`config.mk`:
```
export PLATFORM = sky130hd
export DESIGN_NAME = rd_ctrl
export DESIGN_NICKNAME = d
export VERILOG_FILES = /design/src/rtl/rd_ctrl.sv
export SDC_FILE = /design/constraint.sdc
export NUM_CORES = 1
export LEC_CHECK = 0
export BUFFER_PORTS_ARGS = -buffer_cell sky130_fd_sc_hd__clkbuf_2
export CAP_MARGIN = 10
export CORE_UTILIZATION = 49
export CTS_CLUSTER_DIAMETER = 80
export DETAILED_ROUTE_END_ITERATION = 7
export HOLD_SLACK_MARGIN = 0.08
export PLACE_DENSITY_LB_ADDON = 0.05
export RECOVER_POWER = 50
export SLEW_MARGIN = 5
export SYNTH_ARGS = -nofsm -noshare
export SYNTH_HDL_FRONTEND = slang
export SYNTH_SLANG_ARGS = --single-unit
```
`constraint.sdc`:
```
create_clock -name rd_clk -period 2.7 [get_ports rd_clk]
set_input_delay 0.135 -clock rd_clk [delete_from_list [all_inputs] [get_ports rd_clk]]
set_output_delay 0.135 -clock rd_clk [all_outputs]
set_load 0.005 [all_outputs]
```
`src/rtl/rd_ctrl.sv`:
```
// Read-side controller of the dual-clock gray-pointer FIFO.
// Syncs the write pointer, owns the read address, flags empty/level.
module rd_ctrl #(
    parameter int ADDR_W   = 4,
    parameter int SYNC_DLY = 2,
    parameter int AE_THR   = 2
) (
    input  logic              rd_clk,
    input  logic              rst_,
    input  logic [ADDR_W-1:0] wr_ptr_g,
    input  logic              rd_req_,
    output logic [ADDR_W-1:0] rd_ptr_b,
    output logic              rd_en,
    output logic [ADDR_W-1:0] rd_ptr_g,
    output logic              rd_valid,
    output logic              empty,
    output logic              almost_empty,
    output logic [ADDR_W:0]   level
);

    function automatic logic [ADDR_W-1:0] g2b(
        input logic [ADDR_W-1:0] g
    );
        logic [ADDR_W-1:0] b;
        b = '0;
        for (int i = 0; i < ADDR_W; i++) begin
            b[i] = ^(g >> i);
        end
        return b;
    endfunction

    logic [ADDR_W-1:0] sync_q [SYNC_DLY];
    logic [ADDR_W-1:0] wr_g_s;
    logic [ADDR_W-1:0] wr_b_s;
    logic [ADDR_W-1:0] rd_nxt;
    logic [ADDR_W-1:0] diff;
    logic              eq;
    logic              underlap;
    logic              underlap_dly;
    logic              empty_dly;

    always_ff @(posedge rd_clk or negedge rst_) begin
        if (!rst_) begin
            for (int i = 0; i < SYNC_DLY; i++) begin
                sync_q[i] <= '0;
            end
        end else begin
            sync_q[0] <= wr_ptr_g;
            for (int i = 1; i < SYNC_DLY; i++) begin
                sync_q[i] <= sync_q[i-1];
            end
        end
    end

    assign wr_g_s   = sync_q[SYNC_DLY-1];
    assign wr_b_s   = g2b(wr_g_s);
    assign rd_nxt   = rd_ptr_b + 1'b1;
    assign diff     = wr_b_s - rd_ptr_b;
    assign eq       = (rd_ptr_b == wr_b_s);
    assign underlap = (rd_nxt == wr_b_s);
    assign rd_ptr_g = rd_ptr_b ^ (rd_ptr_b >> 1);

    // Equality after one-left means the reader caught up; otherwise full.
    assign empty = eq && (underlap_dly || empty_dly);

    always_comb begin
        level = {1'b0, diff};
        if (empty) begin
            level = '0;
        end else if (eq) begin
            level = {1'b1, {ADDR_W{1'b0}}};
        end
    end

    assign almost_empty = (level <= (ADDR_W+1)'(AE_THR));

    always_ff @(posedge rd_clk or negedge rst_) begin
        if (!rst_) begin
            rd_ptr_b     <= '0;
            rd_en        <= 1'b0;
            rd_valid     <= 1'b0;
            underlap_dly <= 1'b0;
            empty_dly    <= 1'b1;
        end else begin
            // The in-flight read counts against level to avoid overread.
            rd_en        <= !rd_req_ &&
                            (level > {{ADDR_W{1'b0}}, rd_en});
            rd_valid     <= rd_en;
            underlap_dly <= underlap;
            empty_dly    <= empty;
            if (rd_en) begin
                rd_ptr_b <= rd_nxt;
            end
        end
    end

endmodule

```
**After elaboration in Yosys (flattened, before gate mapping)**

Index checks and enable logic that the tools add are counted.
W data, S select, Z words.

- Bits in registers: 16
- Bits in latches: 0
- Bits in writable memories: 0
- Memory bits (read-only): 0
- Input bits: 7
- Output and inout port bits: 17
- Logic and storage cells: 24
- Memories: 0

- Add/subtract/negate cells: 2
- $mul: 0
- Divide/modulo/power cells: 0
- Magnitude comparators: 2
- Equal/unequal tests: 2
- Shift-type cells: 0
- Mux-type cells: 2
- Bitwise operators: 1
- Reduce and logical (&&, ||, !) cells: 8

Operator list:

| cell | count |
|---|---|
| $reduce_xor A4 Y1 | 4 |
| $mux W5 | 2 |
| $eq A4 B4 Y1 | 2 |
| $gt A5 B1 Y1 | 1 |
| $le A5 B2 Y1 const B | 1 |
| $add A4 B1 Y4 const B | 1 |
| $sub A4 B4 Y4 | 1 |
| $xor A4 B3 Y4 | 1 |
| $logic_and A1 B1 Y1 | 2 |
| $logic_not A1 Y1 | 1 |
| $logic_or A1 B1 Y1 | 1 |

**Depth between registers and ports, before layout**

Gate-level depths: netlist of run 1.

- Word-level depth: 6
- Depth in mapped cells: 9

**Worst setup path before layout of run 1**

No wires, ideal clock.

- Kind: register to register
- Start point: register sync_q, in the netlist wr_g_s[3]
- End point: register rd_en
- Library setup time: 0.124 ns
- Arrival time: 2.388 ns
- Required time: 2.576 ns
- Slack: 0.188 ns
- Cell stages (with the launch flop): 10
- Path buffers: 1
- Clock period less this slack: 2.512 ns
- Cell sequence: dfrtp_1 > xor2_1 > xnor2_1 > xor2_1 > ha_1 > dlygate4sd3_1 > ha_1 > nor2_1 > nor3_1 > a21oi_1

- Longest elaborated chain between the ends: 6
- Elaborated cells between the ends (all ways): 11

Ends and longest elaborated chain:

| element | line | RTL |
|---|---|---|
| from (decl) | 32 | `logic [ADDR_W-1:0] sync_q [SYNC_DLY];` |
| from (signal, indexed assignment) | 50 | `sync_q[i] <= sync_q[i-1];` |
| $reduce_xor A4 Y1 | 27 | `b[i] = ^(g >> i);` |
| $sub A4 B4 Y4 or $eq A4 B4 Y1 (tied branches) | 58, 59 |  |
| $mux W5 or $logic_and A1 B1 Y1 (tied branches) | 70, 64 |  |
| $mux W5 (*) | 68 | `if (empty) begin` |
| $gt A5 B1 Y1 (*) | 87 | `(level > {{ADDR_W{1'b0}}, rd_en});` |
| $logic_and A1 B1 Y1 (*) | 86 | `rd_en <= !rd_req_ &&` |
| to (signal assigned) | 86 |  |
| to (decl) | 13 | `output logic rd_en,` |

Every way passes the cells marked *; elsewhere a longest branch is shown, timed or not.
A chain may end at the register's enable or synchronous reset.

**Worst setup path after layout of run 1**

- Start point: register sync_q, in the netlist wr_g_s[2]
- End point: output port almost_empty

- Longest elaborated chain between the ends: 5
- Elaborated cells between the ends (all ways): 9

Ends and longest elaborated chain:

| element | line | RTL |
|---|---|---|
| $reduce_xor A4 Y1 | 27 |  |
| $sub A4 B4 Y4 or $eq A4 B4 Y1 (tied branches) | 58, 59 |  |
| $mux W5 or $logic_and A1 B1 Y1 (tied branches) | 70, 64 |  |
| $mux W5 (*) | 68 |  |
| $le A5 B2 Y1 (*) | 75 | `assign almost_empty = (level <= (ADDR_W+1)'(AE_THR));` |
| to (decl) | 17 | `output logic almost_empty,` |

Marks and branches as above.

==> results of run 1 <==
==> layout by cell type, fill, tap and decap left out, drive strengths merged, types with 4 or more instances in the layout <==
cell / Yosys / final
a21oi: 5 / 5
clkbuf: 0 / 27
dfrtp: 15 / 15
xnor2: 4 / 4
ha: 6 / 6
xor2: 8 / 8
nor2: 4 / 4
dlygate4sd3: 1 / 6
inv: 4 / 4
buf: 2 / 6
nand2: 5 / 5
==> worst paths after layout <==
path | slack, ns | cells after the start | end | from
hold / removal | 0.35 | 0 | wr_g_s[2] | sync_q[6]
setup / recovery | -0.04 | 9 | almost_empty | wr_g_s[2]
setup reg to reg | 0.33 | 9 | rd_en | wr_g_s[2]
max in group asynchronous | 1.70 | 2 | wr_g_s[2] | rst_
min in group asynchronous | 0.47 | 2 | rd_en | rst_
hold reg to reg | 0.35 | 0 | wr_g_s[2] | sync_q[6]
==> flip-flops by register name, indices dropped and copies added (netlist names) <==
| name | cells |
|---|---|
| rd_ptr_b | 4 |
| wr_g_s | 4 |
| underlap_dly | 1 |
| empty_dly | 1 |
| rd_valid | 1 |
| rd_en | 1 |
| sync_q | 4 |
==> kinds of logic (layout without fill, tap and decap cells) <==
logic type	Yosys count	in the layout
buf+inv	7	43
compound gates	8	8
flops	16	16
simple gates	19	19
fa+ha+maj	7	7
xor+xnor	12	12
==> power groups by stage <==
stage          combinational (mW)  clock (mW)  sequential, mW
2_1_floorplan               0.480           0           0.371
3_3_place_gp                0.675           0           0.382
3_5_place_dp                0.685           0           0.384
4_1_cts                     0.739       0.131           0.379
5_1_grt                     0.851       0.142           0.390
6_report                    0.760       0.128           0.376
==> cell type report <==
class                           count  area (um2)
Clock buffer                        4        26.3
Fill cell                         135         454
Inverter                            4        15.0
Multi-Input combinational cell     46         388
Sequential cell                    16         402
Tap cell                           16        20.0
Timing Repair Buffer               35         219
==> through the flow <==
step | setup slack, ns | util, % | setup TNS (ns) | hold slack, ns
after global routing | -0.164 | 70.2 | -0.164 | 0.367
after floorplan | 0.188 | - | 0 | -0.161
after detailed placement | 0.0964 | 60.8 | 0 | 0.0797
after CTS | -0.0762 | 69.5 | -0.0762 | 0.316
after global placement | 0.148 | 60.8 | 0 | 0.0763
final | -0.0369 | 70.2 | -0.0369 | 0.352
==> metal layers <==
| metal | part of all wire, % | track usage, % |
|---|---|---|
| met5 | 0 | 0 |
| met4 | 2.3 | 9.38 |
| met3 | 3.6 | 5.17 |
| met2 | 50 | 31.8 |
| met1 | 44 | 23.5 |
==> repair_timing <==
| action | CTS | global route |
|---|---|---|
| buffers inserted | 4 | 1 |
| hold endpoints to repair | 21 | 0 |
| endpoints found under the setup margin | 2 | 3 |
| hold buffers | 6 | 0 |
| pin swaps | 7 | 5 |
| resized for setup | 2 | 2 |
==> metrics.md, run 1 <==
| Metric | Value |
|---|---|
| Complex-gate fraction of the synthesized area | 5.72% |
| Area leader, netlist | dfrtp_1 |
| Largest net degree at the start of global routing | 17 |
| Drt drc | 0 |
| Fin area | 0.00107 mm2 |
| Die Wd | 42.6 um |
| Mux contribution to synthesized area | 0% |
| Top FF cell, synth | dfrtp_1 |
| CTS tree | built |
| Area share of xor/xnor cells in the synthesized design | 13.9% |
| Status | finished with violations |
| CP endpoint kind | output pin |
| WS Path Type | flip-flop to output pin |
| # IOs | 24 |
| Net Sw Frac | 40.4% |
| Area Overhead vs Synth | 32.1% |
| GP Congestion | 0.795 |
| Yosys warning total | 0 |
| Seq/Total Area, Yosys | 49.6% |
| Drt pass-1 iters | 4 |
| Antenna violations before repair | 0 |
| Starting Density | 53.1% |
| Worst skew pair latency | 0.28 ns |
| Finished Layout Cells | 121 |
| Worst Path Max Fanout | 3 |
| Crit path DAT | 2.60 ns |
| #FFs+latches synth | 16 |
| Post-Synthesis Cells | 69 |
| Core Box Area | 0.00152 mm2 |
| Max frequency | 365 MHz |
| Iteration-0 DRC count of the detailed router | 3 |
| Clk sink count | 16 |
| Buf+Inv Stages, Crit Path | 1 |
| Relative slew slack | 43.2% |
| Post-synth cell types | 23 |
| Number of synthesized flops with an enable pin | 0 |
| Int Power | 0.754 mW |
| Post-synth top cells | dfrtp_1 (15), xor2_1 (8), ha_1 (6) |
| Row Count | 14 |
| WL/cell | 12.3 um |
| CTS Buf Count | 3 |
| Final worst slack | -0.0369 ns |
| Cell chain of the critical path | xor2_2 > xnor2_2 > xor2_1 > ha_2 > and3_4 > or3b_4 > a31o_1 > nor3b_2 > clkbuf_2 |
| Clk pwr share | 10.1% |
| Final nets | 120 |
| Hold WC Path Type | flip-flop to flip-flop |
| VDD IR-drop max | 0.676 mV |
| Slew Limit Fails | 0 |
| Simple-Gate Fraction of Synth Area | 14.1% |
| Total chip power | 1.26 mW |
| Final WL | 1490 um |
| Routed via count | 594 |
| RSZ-0062 raised after global routing | yes |
| Bufs on Longest Clock Path | 2 |
| Hold Fails Final Rpt | 0 |
| Cell Pwr Density | 1180 mW/mm2 |
| Setup violators final | 1 |
| Crit path required time | 2.57 ns |
| Sequential share of power | 29.8% |
| Count leader, synth | dfrtp_1 |
| Clock root buffer | clkbuf_4 |
| Global Route Usage Sum | 19.5% |
| Die H | 42.6 um |
| DIE AREA | 0.00182 mm2 |
| Mapped Avg Cell Area | 11.7 um2 |
| Antenna-violating nets left | 0 |
| Failing checks | setup timing |
| P_leak | 0.535 nW |
| Ys async rst share | 100% |
| Worst Tran Pin Value | 0.852 ns |
| CP max stage cell | dfrtp_1 |
| Power share of the combinational group | 60.1% |
| Crit-path max cell delay | 0.40 ns |
| Syn Nets | 83 |
| Global route overflow | 0 |
| Cell area after synthesis | 810 um2 |
| Crit path max-delay family | simple AND/OR/NAND/NOR gates |
| First-pass GRT wire length | 2550 um |
| Share of layout cells above drive strength 1 | 38.1% |
| Largest family of logic cells by synthesized area | simple AND/OR/NAND/NOR gates |
| ANT cells | 0 |
| Top post-synthesis cells by area | dfrtp_1 (46%), ha_1 (9.3%), xor2_1 (8.7%), dfstp_2 (3.2%), xnor2_1 (3.2%) |
| Sw power | 0.511 mW |
| H-tree depth | 1 |
| Final period utilization | 101% |
| Final Critical Period | 2.74 ns |
| Vias in the first global route | 608 |
| Final HPWL DP | 1030 um |
| I/O Buffers | 23 |
| # Max-Cap Violations | 0 |
| Synth top area share | 46.4% |
| DP Area | 927 um2 |
| Vias per cell | 4.91 |
| Clk_skew | 0.00540 ns |
| Clock Pin Slew Worst Setup and Hold Paths | 0.08 ns |
| DP Cell Count | 106 |
| CP startpoint kind | flip-flop |
| Adder-cell area share of the yosys netlist | 11.7% |
(Power assumes the default switching activity.)
==> run 2: changes to the inputs <==
--- a/config.mk
+++ b/config.mk
@@ -7,7 +7,8 @@
 export LEC_CHECK = 0
 export BUFFER_PORTS_ARGS = -buffer_cell sky130_fd_sc_hd__clkbuf_2
 export CAP_MARGIN = 10
-export CORE_UTILIZATION = 49
+export CORE_UTILIZATION = 52
+export CTS_BUF_LIST = sky130_fd_sc_hd__clkbuf_8
 export CTS_CLUSTER_DIAMETER = 80
 export DETAILED_ROUTE_END_ITERATION = 7
 export HOLD_SLACK_MARGIN = 0.08
==> run 2 against run 1 <==
  * The run now ends clean
  * Final area up 0.47%
  * First-iteration DRC count unchanged
  * Clock power up 41%
  * Power up 2.8%
  * Wire length up 4.6%
  * Core utilization up 8.5 points
  * Sequential power up 2%
  * Maximum frequency up 2.4%
  * Critical endpoint unchanged
  * Largest cell class unchanged
==> metrics.md, run 2 (synthesis results as in run 1) <==
| Metric | Value |
|---|---|
| Hold Fails Final Rpt | 0 (unchanged) |
| CP startpoint kind | flip-flop |
| Global route overflow | 0 (unchanged) |
| Cell chain of the critical path | xor2_2 > xnor2_2 > xor2_1 > ha_1 > and3b_1 > or3b_1 > a31o_1 > nor3b_2 > clkbuf_2 |
| Cell Pwr Density | 1210 mW/mm2 (+2.3%) |
| Max frequency | 374 MHz (+2.4%) |
| Vias in the first global route | 614 (+0.99%) |
| Final period utilization | 99.0% (-2.4 points) |
| H-tree depth | 1 (unchanged) |
| Worst skew pair latency | 0.24 ns (-0.04 ns) |
| Global Route Usage Sum | 21.0% (+1.6 points) |
| CP max stage cell | dfrtp_1 |
| Pre-CTS WS | 0.0837 ns (-0.0128 ns) |
| Crit path max-delay family | simple AND/OR/NAND/NOR gates |
| Final WL | 1560 um (+4.6%) |
| Antenna-violating nets left | 0 (unchanged) |
| # IOs | 24 (unchanged) |
| Worst Path Max Fanout | 3 (unchanged) |
| Die Wd | 41.5 um (-2.8%) |
| Bufs on Longest Clock Path | 2 (unchanged) |
| Register-to-Register Path Depth | 9 (unchanged) |
| CP endpoint kind | output pin |
| Crit path required time | 2.57 ns (about the same) |
| CTS Buf Count | 3 (unchanged) |
| Met2 usage | 39.1% (+7.2 points) |
| Vias per cell | 5.09 (+3.7%) |
| Commonest non-fill, non-tap cell in the layout | clkbuf_2 |
| Iteration-0 DRC count of the detailed router | 3 (unchanged) |
| GP Congestion | 0.787 (-1.0%) |
| Crit path DAT | 2.54 ns (-0.06 ns) |
| FILL cells | 98 (-27%) |
| Routed via count | 606 (+2.0%) |
| GR Layer Usage met1 | 23.2% (-0.32 points) |
| Drt pass-1 iters | 4 (unchanged) |
| Area Overhead vs Synth | 32.8% |
| GR peak layer | met2 |
| WL/cell | 13.1 um (+6.4%) |
| CTS tree | built |
| Clk_skew | 0.00229 ns (-0.00311 ns) |
| Status | finished, final reports clean |
| Drt drc | 0 (unchanged) |
| Clk sink count | 16 (unchanged) |
| Met3 Track Usage GR | 4.35% (-0.82 points) |
| Final Critical Period | 2.67 ns (-0.0645 ns) |
| WHS Path Cells | 0 (unchanged) |
| Clock Pin Slew Worst Setup and Hold Paths | 0.06 ns (-0.02 ns) |
| RSZ-0062 raised after global routing | yes |
| Largest net degree at the start of global routing | 17 (unchanged) |
| First-pass GRT wire length | 2700 um (+5.6%) |
| Row Count | 13 (-1) |
| WP depth | 9 (unchanged) |
| Final nets | 119 (-0.83%) |
| # Max-Cap Violations | 0 (unchanged) |
| Starting Density | 59.2% (+6.1 points) |
| Share of layout cells above drive strength 1 | 35.6% (-2.5 points) |
| Slew Limit Fails | 0 (unchanged) |
| P_leak | 0.544 nW (+1.7%) |
| Setup violators final | 0 (-1) |
| Multi-input gate area | 383 um2 (-1.3%) |
| Buf+Inv Stages, Crit Path | 1 (unchanged) |
| Worst Tran Pin Value | 0.843 ns (-0.00877 ns) |
| Die H | 41.5 um (-2.8%) |
| VDD IR-drop max | 0.680 mV (+0.52%) |
| Hold slack final | 0.347 ns (-0.00454 ns) |
| WS Path Type | flip-flop to output pin |
| Antenna violations before repair | 0 (unchanged) |
| Clock root buffer | clkbuf_8 |
| Crit-path max cell delay | 0.41 ns (about the same) |
| Most frequent cells in the layout | clkbuf_2 (22), dfrtp_1 (15), xor2_1 (7), ha_1 (6), dlygate4sd3_1 (6) |
| Relative slew slack | 43.8% (+0.58 points) |
| Final worst slack | 0.0277 ns (+0.0646 ns) |
| Sequential standard cell area | 402 um2 (unchanged) |
| Hold WC Path Type | flip-flop to flip-flop |
| Core Box Area | 0.00137 mm2 (-10%) |
| Final HPWL DP | 1030 um (about the same) |
| DIE AREA | 0.00172 mm2 (-5.5%) |
| I/O Buffers | 23 (unchanged) |
| ANT cells | 0 (unchanged) |
[run 2: changes by cell type in the layout (fill, tap and decap cells not counted), sizes merged]
cell | previous run | this run
inv | 4 | 5
clkbuf | 27 | 26
buf | 6 | 5
[run 2: per-stage QoR]
stage / util, % / std cells / TNS [ns] / cell area (um2) / total power [mW]
2_1_floorplan: - / 69 / 0 / 810 / 0.851
4_1_cts: 78.8 / 119 / -0.0100 / 1080 / 1.30
5_1_grt: 78.7 / 119 / -0.0839 / 1070 / 1.41
3_5_place_dp: 67.8 / 105 / 0 / 926 / 1.07
3_3_place_gp: 67.8 / 105 / 0 / 926 / 1.06
6_report: 78.7 / 119 / 0 / 1070 / 1.30
[run 2: final timing paths]
path	start	endpoint	slack (ns)
max	wr_g_s[3]	almost_empty	0.03
min	sync_q[7]	wr_g_s[3]	0.35
max reg2reg	wr_g_s[3]	rd_en	0.35
min reg2reg	sync_q[7]	wr_g_s[3]	0.35
max in group asynchronous	rst_	sync_q[5]	1.65
min in group asynchronous	rst_	underlap_dly	0.53
[run 2: area by class of cell]
cell class	instances	share of cell area [%]
inverters	4	1.40
well taps	15	1.75
multi-input cells	46	35.6
repair buffers	34	19.7
clock buffers	3	3.84
clock inverters	1	0.349
flip-flops and latches	16	37.4
[run 2: where the power goes]
part           switching (mW)  internal [mW]  total [mW]  leakage [nW]
combinational           0.354          0.383       0.737         0.329
clock                  0.0797          0.101       0.180        0.0269
sequential             0.0868          0.296       0.383         0.189
[run 2: metal layers]
metal / wire, um / vias up
met5: 0 / -
met4: 10 / 0
met3: 47 / 2
met2: 841 / 16
met1: 659 / 293
li1: - / 295
[run 2: repair_timing]
action                                  CTS  global route
pin swaps                                 7             2
endpoints found under the hold margin    20             0
resized for setup                         2             0
hold buffers                              6             0
setup buffers                             4             0
endpoints found under the setup margin    1             1
==> run 3: changes to the inputs <==
--- a/config.mk
+++ b/config.mk
@@ -8,7 +8,7 @@
 export BUFFER_PORTS_ARGS = -buffer_cell sky130_fd_sc_hd__clkbuf_2
 export CAP_MARGIN = 10
 export CORE_UTILIZATION = 52
-export CTS_BUF_LIST = sky130_fd_sc_hd__clkbuf_8
+export CTS_BUF_LIST = sky130_fd_sc_hd__clkbuf_2 sky130_fd_sc_hd__clkbuf_4 sky130_fd_sc_hd__clkbuf_8
 export CTS_CLUSTER_DIAMETER = 80
 export DETAILED_ROUTE_END_ITERATION = 7
 export HOLD_SLACK_MARGIN = 0.08
==> run 3 against run 2 <==
  * Critical path depth unchanged
  * Sequential cell count unchanged
  * Setup slack lost 0.022 ns
  * Critical path type unchanged
==> metrics.md, run 3 (synthesis results as in run 1) <==
| Metric | Value |
|---|---|
| Vias per cell | 5.12 (+0.50%) |
| Hold slack final | 0.344 ns (-0.00311 ns) |
| Worst Path Max Fanout | 3 (unchanged) |
| Antenna-violating nets left | 0 (unchanged) |
| Sequential standard cell area | 402 um2 (unchanged) |
| P_leak | 0.536 nW (-1.5%) |
| Area Overhead vs Synth | 31.4% |
| Antenna violations before repair | 0 (unchanged) |
| Clk_skew | 0.0119 ns (+0.00956 ns) |
| Worst Tran Pin Value | 0.857 ns (+0.0141 ns) |
| WS Path Type | flip-flop to output pin |
| Cell Pwr Density | 1180 mW/mm2 (-2.2%) |
| H-tree depth | 1 (unchanged) |
| Sw power | 0.509 mW (-2.1%) |
| Hold Fails Final Rpt | 0 (unchanged) |
| CP endpoint kind | output pin |
| Global Route Usage Sum | 19.6% (-1.4 points) |
| I/O Buffers | 23 (unchanged) |
| Setup violators final | 0 (unchanged) |
| Sequential share of power | 30.3% (+0.9 points) |
| Global route overflow | 0 (unchanged) |
| Crit path DAT | 2.56 ns (+0.02 ns) |
| Worst skew pair latency | 0.28 ns (+0.04 ns) |
| CP startpoint kind | flip-flop |
| Total chip power | 1.26 mW (-3.2%) |
| FILL cells | 94 (-4.1%) |
| Crit-path max cell delay | 0.41 ns (about the same) |
| Max frequency | 371 MHz (-0.81%) |
| # IOs | 24 (unchanged) |
| Drt drc | 0 (unchanged) |
| Clock Pin Slew Worst Setup and Hold Paths | 0.10 ns (+0.04 ns) |
| Die H | 41.5 um (unchanged) |
| Final nets | 119 (unchanged) |
| VDD IR-drop max | 0.713 mV (+4.9%) |
| # Max-Cap Violations | 0 (unchanged) |
| First-pass GRT wire length | 2540 um (-5.9%) |
| GP Congestion | 0.787 (unchanged) |
| Iteration-0 DRC count of the detailed router | 8 (+5) |
| Bufs on Longest Clock Path | 2 (unchanged) |
| Slew Limit Fails | 0 (unchanged) |
| Final WL | 1500 um (-3.5%) |
| Multi-input gate area | 387 um2 (+0.98%) |
| DIE AREA | 0.00172 mm2 (unchanged) |
| Final Critical Period | 2.69 ns (+0.0219 ns) |
| Share of layout cells above drive strength 1 | 37.5% (+1.9 points) |
| Final TNS setup | 0 ns (unchanged) |
| CTS tree | built |
| WL/cell | 12.6 um (-3.5%) |
| Clk pwr share | 10.8% (-3.1 points) |
| Clk sink count | 16 (unchanged) |
| Clock root buffer | clkbuf_4 |
| Cell chain of the critical path | xor2_2 > xnor2_2 > xor2_1 > ha_1 > and3b_1 > or3b_1 > a31o_1 > nor3b_2 > clkbuf_2 |
| Hold WC Path Type | flip-flop to flip-flop |
| DP Cell Count | 105 (unchanged) |
| Finished Layout Cells | 119 (unchanged) |
| Crit path required time | 2.57 ns (about the same) |
| Final worst slack | 0.00582 ns (-0.0219 ns) |
| CTS Buf Count | 3 (unchanged) |
| CP max stage cell | dfrtp_1 |
| Core Box Area | 0.00137 mm2 (unchanged) |
| Starting Density | 59.2% (unchanged) |
| Fin area | 0.00106 mm2 (-1.0%) |
| Row Count | 13 (unchanged) |
| ANT cells | 0 (unchanged) |
| Final HPWL DP | 1030 um (unchanged) |
| Int Power | 0.748 mW (-4.0%) |
| Routed via count | 609 (+0.50%) |
| Status | finished, final reports clean |
| DP Area | 926 um2 (unchanged) |
| Final period utilization | 99.8% (+0.81 points) |
| Die Wd | 41.5 um (unchanged) |
| RSZ-0062 raised after global routing | yes |
| Drt pass-1 iters | 4 (unchanged) |
| Most frequent cells in the layout | clkbuf_2 (22), dfrtp_1 (15), xor2_1 (7), ha_1 (6), dlygate4sd3_1 (6) |
| Commonest non-fill, non-tap cell in the layout | clkbuf_2 |
| Net Sw Frac | 40.5% (+0.45 points) |
| Relative slew slack | 42.9% (-0.94 points) |
| Power share of the combinational group | 58.9% (+2.2 points) |
| Largest net degree at the start of global routing | 17 (unchanged) |
| Vias in the first global route | 598 (-2.6%) |
| Final Util | 77.8% (-0.82 points) |
| Pre-CTS WS | 0.0837 ns (unchanged) |
-- run 3: worst max-delay path: cells and delay by family, from the launching register on --
family / cells / cell delay (ns)
AO/OA/AOI/OAI: 1 / 0.23
XOR/XNOR: 3 / 0.61
adder cells (fa/ha/maj): 1 / 0.19
buffers and inverters: 1 / 0.11
flip-flops: 1 / 0.41
AND/OR/NAND/NOR: 3 / 0.75
-- run 3: per-layer routing --
layer / global-route usage, % / part of all wire, %
met4: 5.81 / 0.80
met3: 4.35 / 3.4
met2: 36.9 / 55
met5: 0 / 0
met1: 21.7 / 40
-- run 3: timing repair --
action | CTS | global route
endpoints found under the hold margin | 20 | 0
pin swaps | 7 | 2
hold buffers | 6 | 0
resized for setup | 2 | 1
setup buffers | 4 | 0
setup endpoints to repair | 2 | 2
-- run 3: final cells by class --
| type | instances | share of cell area (%) |
|---|---|---|
| Tap cell | 15 | 1.76 |
| Sequential cell | 16 | 37.8 |
| Timing Repair Buffer | 34 | 19.9 |
| Inverter | 4 | 1.41 |
| Clock buffer | 4 | 2.82 |
| Multi-Input combinational cell | 46 | 36.4 |
-- run 3: path summary, 6_finish.rpt --
path	start	endpoint	slack, ns	cells past startpoint
min reg2reg	sync_q[5]	wr_g_s[1]	0.34	0
max	wr_g_s[3]	almost_empty	0.006	9
max reg2reg	wr_g_s[3]	rd_en	0.36	9
min in group asynchronous	rst_	underlap_dly	0.50	2
max in group asynchronous	rst_	wr_g_s[3]	1.66	2
min	sync_q[5]	wr_g_s[1]	0.34	0
-- run 3: power groups by stage --
stage	clock network [mW]	logic, mW	registers (mW)
floorplan	0	0.480	0.371
global placement	0	0.672	0.384
detailed placement	0	0.682	0.386
CTS	0.140	0.732	0.382
global route	0.156	0.824	0.392
finish	0.136	0.741	0.381
